**config.mk**
```make
export PLATFORM = sky130hd
export DESIGN_NAME = bus_arbiter
export DESIGN_NICKNAME = d
export VERILOG_FILES = /design/src/rtl/bus_arbiter_pkg.sv /design/src/rtl/bus_arbiter_watchdog.sv /design/src/rtl/bus_arbiter.sv
export SDC_FILE = /design/constraint.sdc
export NUM_CORES = 1
export LEC_CHECK = 0
export ABC_CLOCK_PERIOD_IN_PS = 5000
export BUFFER_PORTS_ARGS = -buffer_cell sky130_fd_sc_hd__buf_2
export CAP_MARGIN = 20
export CORE_AREA = 2 2 209 211
export DETAILED_ROUTE_END_ITERATION = 10
export DIE_AREA = 0 0 211 213
export PLACE_DENSITY_LB_ADDON = 0.08
export SYNTH_ARGS = -nofsm -noshare
export SYNTH_HDL_FRONTEND = slang
export SYNTH_SLANG_ARGS = --single-unit
```
**constraint.sdc**
```tcl
create_clock -name CLK_I -period 5 [get_ports CLK_I]
set_input_delay 0.5 -clock CLK_I [delete_from_list [all_inputs] [get_ports CLK_I]]
set_output_delay 0.5 -clock CLK_I [all_outputs]
set_load 0.005 [all_outputs]
```
**src/rtl/bus_arbiter_pkg.sv**
```systemverilog
// Shared definitions for the two-master Wishbone arbiter: state/owner encodings
// and the default watchdog length.
package bus_arbiter_pkg;

    // State encodings double as the one-hot grant vector driven on grant_O.
    typedef enum logic [1:0] {
        ST_IDLE     = 2'b00,
        ST_GNT_INST = 2'b01,
        ST_GNT_DATA = 2'b10
    } state_e;

    typedef enum logic {
        OWNER_INST = 1'b0,
        OWNER_DATA = 1'b1
    } owner_e;

    localparam int unsigned DEFAULT_TIMEOUT_CYCLES = 1024;

endpackage

```
**src/rtl/bus_arbiter_watchdog.sv**
```systemverilog
// Bus watchdog: emits a one-cycle pulse after TIMEOUT_CYCLES strobed cycles without ACK.
module bus_watchdog
    import bus_arbiter_pkg::*;
#(
    parameter int unsigned TIMEOUT_CYCLES = DEFAULT_TIMEOUT_CYCLES
) (
    input  logic CLK_I,
    input  logic RST_I,
    input  logic enable_i,
    input  logic ack_i,
    input  logic clear_i,
    output logic timeout_o
);

    localparam int unsigned CW     = (TIMEOUT_CYCLES == 0) ? 1 : $clog2(TIMEOUT_CYCLES + 1);
    localparam bit          ACTIVE = (TIMEOUT_CYCLES != 0);
    localparam logic [CW-1:0] LAST = CW'((TIMEOUT_CYCLES == 0) ? 0 : TIMEOUT_CYCLES - 1);

    logic [CW-1:0] cnt_q, cnt_d;

    always_comb begin
        cnt_d     = cnt_q;
        timeout_o = 1'b0;
        if (!ACTIVE || clear_i || ack_i || !enable_i) begin
            cnt_d = '0;
        end else if (cnt_q == LAST) begin
            timeout_o = 1'b1;
            cnt_d     = '0;
        end else if (cnt_q != '1) begin
            cnt_d = cnt_q + CW'(1);
        end
    end

    always_ff @(posedge CLK_I or posedge RST_I) begin
        if (RST_I) cnt_q <= '0;
        else       cnt_q <= cnt_d;
    end

endmodule

```
**src/rtl/bus_arbiter.sv**
```systemverilog
// Two-master (fetch/data) to one-slave Wishbone arbiter with round-robin grants
// held for whole CYC cycles and a no-ACK watchdog.
module bus_arbiter
    import bus_arbiter_pkg::*;
#(
    parameter int unsigned BYTE_AMNT      = 8,
    parameter int unsigned TIMEOUT_CYCLES = DEFAULT_TIMEOUT_CYCLES,
    parameter bit          ROUND_ROBIN    = 1'b1
) (
    input  logic                   CLK_I,
    input  logic                   RST_I,
    input  logic                   inst_CYC_I,
    input  logic                   inst_STB_I,
    input  logic [8*BYTE_AMNT-1:0] inst_ADR_I,
    output logic [8*BYTE_AMNT-1:0] inst_DAT_O,
    output logic                   inst_ACK_O,
    output logic                   inst_ERR_O,
    input  logic                   data_CYC_I,
    input  logic                   data_STB_I,
    input  logic                   data_WE_I,
    input  logic [BYTE_AMNT-1:0]   data_SEL_I,
    input  logic [8*BYTE_AMNT-1:0] data_DAT_I,
    input  logic [8*BYTE_AMNT-1:0] data_ADR_I,
    output logic [8*BYTE_AMNT-1:0] data_DAT_O,
    output logic                   data_ACK_O,
    output logic                   data_ERR_O,
    output logic                   mem_CYC_O,
    output logic                   mem_STB_O,
    output logic                   mem_WE_O,
    output logic [BYTE_AMNT-1:0]   mem_SEL_O,
    output logic [8*BYTE_AMNT-1:0] mem_ADR_O,
    output logic [8*BYTE_AMNT-1:0] mem_DAT_O,
    input  logic [8*BYTE_AMNT-1:0] mem_DAT_I,
    input  logic                   mem_ACK_I,
    output logic [1:0]             grant_O
);

    state_e state_q, state_d;
    owner_e last_q, last_d;
    logic   wd_enable, wd_clear, wd_timeout;

    always_ff @(posedge CLK_I or posedge RST_I) begin
        if (RST_I) begin
            state_q <= ST_IDLE;
            last_q  <= OWNER_DATA;
        end else begin
            state_q <= state_d;
            last_q  <= last_d;
        end
    end

    always_comb begin
        state_d = state_q;
        last_d  = last_q;
        unique case (state_q)
            ST_IDLE: begin
                if (inst_CYC_I && data_CYC_I)
                    state_d = (ROUND_ROBIN && last_q == OWNER_INST) ? ST_GNT_DATA : ST_GNT_INST;
                else if (inst_CYC_I)
                    state_d = ST_GNT_INST;
                else if (data_CYC_I)
                    state_d = ST_GNT_DATA;
            end
            ST_GNT_INST: begin
                if (!inst_CYC_I) begin
                    last_d  = OWNER_INST;
                    state_d = data_CYC_I ? ST_GNT_DATA : ST_IDLE;
                end
            end
            ST_GNT_DATA: begin
                if (!data_CYC_I) begin
                    last_d  = OWNER_DATA;
                    state_d = inst_CYC_I ? ST_GNT_INST : ST_IDLE;
                end
            end
            default: state_d = ST_IDLE;
        endcase
    end

    always_comb begin
        mem_CYC_O   = 1'b0;
        mem_STB_O   = 1'b0;
        mem_WE_O    = 1'b0;
        mem_SEL_O   = '0;
        mem_ADR_O   = '0;
        mem_DAT_O   = '0;
        inst_ACK_O  = 1'b0;
        inst_ERR_O  = 1'b0;
        data_ACK_O  = 1'b0;
        data_ERR_O  = 1'b0;
        wd_enable   = 1'b0;
        unique case (state_q)
            ST_GNT_INST: begin
                mem_CYC_O  = inst_CYC_I;
                mem_STB_O  = inst_STB_I;
                mem_SEL_O  = '1;
                mem_ADR_O  = inst_ADR_I;
                inst_ACK_O = mem_ACK_I;
                inst_ERR_O = wd_timeout;
                wd_enable  = inst_STB_I;
            end
            ST_GNT_DATA: begin
                mem_CYC_O  = data_CYC_I;
                mem_STB_O  = data_STB_I;
                mem_WE_O   = data_WE_I;
                mem_SEL_O  = data_SEL_I;
                mem_ADR_O  = data_ADR_I;
                mem_DAT_O  = data_DAT_I;
                data_ACK_O = mem_ACK_I;
                data_ERR_O = wd_timeout;
                wd_enable  = data_STB_I;
            end
            default: ;
        endcase
    end

    assign inst_DAT_O = mem_DAT_I;
    assign data_DAT_O = mem_DAT_I;
    assign grant_O    = state_q;
    // Any grant change restarts the timeout window for the next owner.
    assign wd_clear   = (state_d != state_q);

    bus_watchdog #(
        .TIMEOUT_CYCLES(TIMEOUT_CYCLES)
    ) u_watchdog (
        .CLK_I    (CLK_I),
        .RST_I    (RST_I),
        .enable_i (wd_enable),
        .ack_i    (mem_ACK_I),
        .clear_i  (wd_clear),
        .timeout_o(wd_timeout)
    );

endmodule

```
==> metrics.md <==
| Metric | Value |
|---|---|
| Internal cell power | 0.000907 W |
| Logic pwr share | 81.2% |
| Syn_nets | 768 |
| Cts hold-fix bufs | 0 |
| VDD IR-drop max | 0.188 mV |
| CTS tree | done |
| Iter 0 DRT Violations | 124 |
| Final setup viols | 0 |
| Period Utilization, post-route | 65.7% |
| Routed WL per cell | 16.0 µm |
| Hold_ws | 360 ps |
| Routability cong. | 0.696 |
| Crit start category | register |
| Vias per inst | 3.18 |
| CTS Sinks | 14 |
| Post-place instance area | 4870 µm² |
| Pin count of the biggest net entering global routing | 75 |
| Clock root buffer | clkbuf_16 |
| Arrival time worst endpoint | 2780 ps |
| # diodes | 0 |
| Switching Share | 48.3% |
| Worst slew pin tran | 858 ps |
| FP Rows | 76 |
| Asr flop ratio synth | 100% |
| Synth top area share | 28.3% |
| Unrepaired setup endpoints after global routing | false |
| Overall Power | 0.00176 W |
| Clock latency on the worst-skew pair | 250 ps |
| Slew headroom | 42.3% |
| Ranking of synthesized cells by area | buf_4, a22oi_1, nor2b_1, and2_1, dfrtp_1 |
| Post-CTS setup buffers | 0 |
| Post-route setup TNS | 0 ps |
| Area leader, netlist | buf_4 |
| Top FF cell, synth | dfrtp_1 |
| Ratio of cells with drive above 1 in the final layout | 53.9% |
| Peak Freq | 0.305 GHz |
| Tightest Hold Check Type | in -> async |
| HPWL Detailed | 16.0 mm |
| Net Sw Power | 0.000849 W |
| Fin. Hold Viols | 0 |
| Fin. max-slew vios | 0 |
| Crit. End Element | output pin |
| Die height | 213 µm |
| Sequential fraction of the synthesis area | 10.1% |
| Multi-input gate area | 2020 µm² |
| CTS Buffer Depth | 2 |
| First-pass GRT wire length | 26.4 mm |
| Pwr dens | 354 nW/µm² |
| Resized cells post-CTS | 0 |
| Yosys reg bits | 14 |
| Vias in the first global route | 3,879 |
| Ys Warns | 0 |
| Layout area overhead | 42.7% |
| Worst-path clk slew | 60 ps |
| DR pass1 iterations | 4 |
| Die width | 211 µm |
| Via count | 3,922 |
| Area of the die | 44,900 µm² |
| Antenna violations before repair | 1 |
| Post-route cell area | 4960 µm² |
| Final min period | 3280 ps |
| Initial core utilization | 8.14% |
| Post-place setup slack | 1930 ps |
| Power share of the clock group | 10.0% |
| Layout Skew | 5.09 ps |
| MaxCap Viol Count | 0 |
| All-Layer GR Usage | 7.80% |
| Worst-path fanout max | 73 |
| Synth cell types | 41 |
| Post-synth EDFFs | 0 |
| Setup ws final | 1720 ps |
| Filler cell count in the final layout | 5,046 |
| Worst setup path category | reg -> out |
| CTS H-tree lvls | 1 |
| Mapped Cells | 491 |
| Post-synthesis cell area | 3480 µm² |
| Core Footprint | 42,700 µm² |
| Reg power frac | 8.7% |
| DRC | 0 |
| Nets | 965 |
| Status | finished, final reports clean |
| CTS Buf Count | 3 |
| Flip-flop and latch area | 352 µm² |
| Leak Pwr | 2.43 nW |
| Remaining Overflow, GRT | 0 |
| I/O pin count | 545 |
| Post-DRT Antenna Nets | 0 |
| Required @ worst endpoint | 4500 ps |
| WL final | 19.7 mm |
| Syn avg cell area | 7.08 µm² |
| PortBufs | 352 |
power by group through the flow:
| stage | clock (W) | combinational, W | sequential, W |
|---|---|---|---|
| global route | 0.000190 | 0.00160 | 0.000157 |
| floorplan | 0 | 0.000891 | 0.000145 |
| detailed placement | 0 | 0.00148 | 0.000156 |
| finish | 0.000176 | 0.00143 | 0.000153 |
| global placement | 0 | 0.00152 | 0.000155 |
| CTS | 0.000186 | 0.00149 | 0.000153 |
metal layers:
| layer | vias to the layer above | part of all wire [%] | GRT usage (%) |
|---|---|---|---|
| met3 | 9 | 8.5 | 2.59 |
| li1 | 1917 | - | - |
| met5 | - | 0.066 | 0 |
| met4 | 2 | 0.43 | 0.874 |
| met2 | 215 | 55 | 15.7 |
| met1 | 1779 | 36 | 7.88 |
Yosys cell counts (3+ instances only):
library cell,instances
dfrtp_1,13
nor2b_1,74
nor4_1,3
a21oi_1,14
o21ai_0,7
nand2_1,13
nand3_1,7
a22oi_1,64
and2_1,69
nand4_1,4
inv_1,5
nor2_1,15
buf_4,131
nand2b_1,4
clkbuf_1,30
buf_1,3
ha_1,5
through the flow:
stage	utilization [%]	instances
global placement	11.4	1229
CTS	11.6	1233
floorplan	-	491
detailed placement	11.4	1229
global route	11.6	1233
finish	11.6	1233
cell type report:
class | count | share of cell area [%]
clock buffers | 4 | 1.79
well taps | 546 | 13.8
multi-input cells | 307 | 40.7
repair buffers | 357 | 36.2
inverters | 5 | 0.378
flip-flops and latches | 14 | 7.08
logic make-up (layout without fill, tap and decap cells):
logic type | count (synthesis) | after routing | share of synthesized area, %
adder cells (fa/ha/maj) | 5 | 5 | 1.80
AO/OA/AOI/OAI | 98 | 98 | 20.2
multiplexers | 3 | 3 | 0.900
buffers and inverters | 170 | 366 | 32.5
flip-flops | 14 | 14 | 10.1
AND/OR/NAND/NOR | 199 | 199 | 34.0
XOR/XNOR | 2 | 2 | 0.504
final timing paths:
check	from	to	slack [ps]	cells past startpoint
min in group CLK_I	last_q$_DFFE_PP1P_	last_q$_DFFE_PP1P_	550	2
setup / recovery	grant_O[0]$_DFF_PP0_	mem_ADR_O[52]	1720	6
setup reg to reg	grant_O[0]$_DFF_PP0_	u_watchdog.cnt_q[3]$_DFFE_PP0P_	2450	8
hold / removal	RST_I	u_watchdog.cnt_q[0]$_DFFE_PP0P_	360	2
max in group asynchronous	RST_I	grant_O[0]$_DFF_PP0_	4180	2
hold reg to reg	last_q$_DFFE_PP1P_	last_q$_DFFE_PP1P_	550	2
worst max-delay path, cell delays in order (launching register included):
cell and delay (ps):
dfrtp_1 490, inv_1 170, ha_4 580, buf_4 670
a22oi_1 210, nor2b_1 240, buf_2 150
sequential cells by signal, indices dropped and copies added (netlist names):
register,flops
grant_O,2
last_q,1
u_watchdog.cnt_q,11
layout by cell type (no fill, tap or decap), types with 3 or more instances in the layout:
cell type    n
nor2_1      15
nand3_1      7
buf_4        5
a21oi_1     14
a22oi_1     64
nor4_1       3
inv_1        5
nand2_1     13
dfrtp_1     13
buf_2      352
and2_1      69
nand2b_1     4
nor2b_1     74
nand4_1      4
clkbuf_16    3
o21ai_0      7
Power figures use the tool's default switching activity.
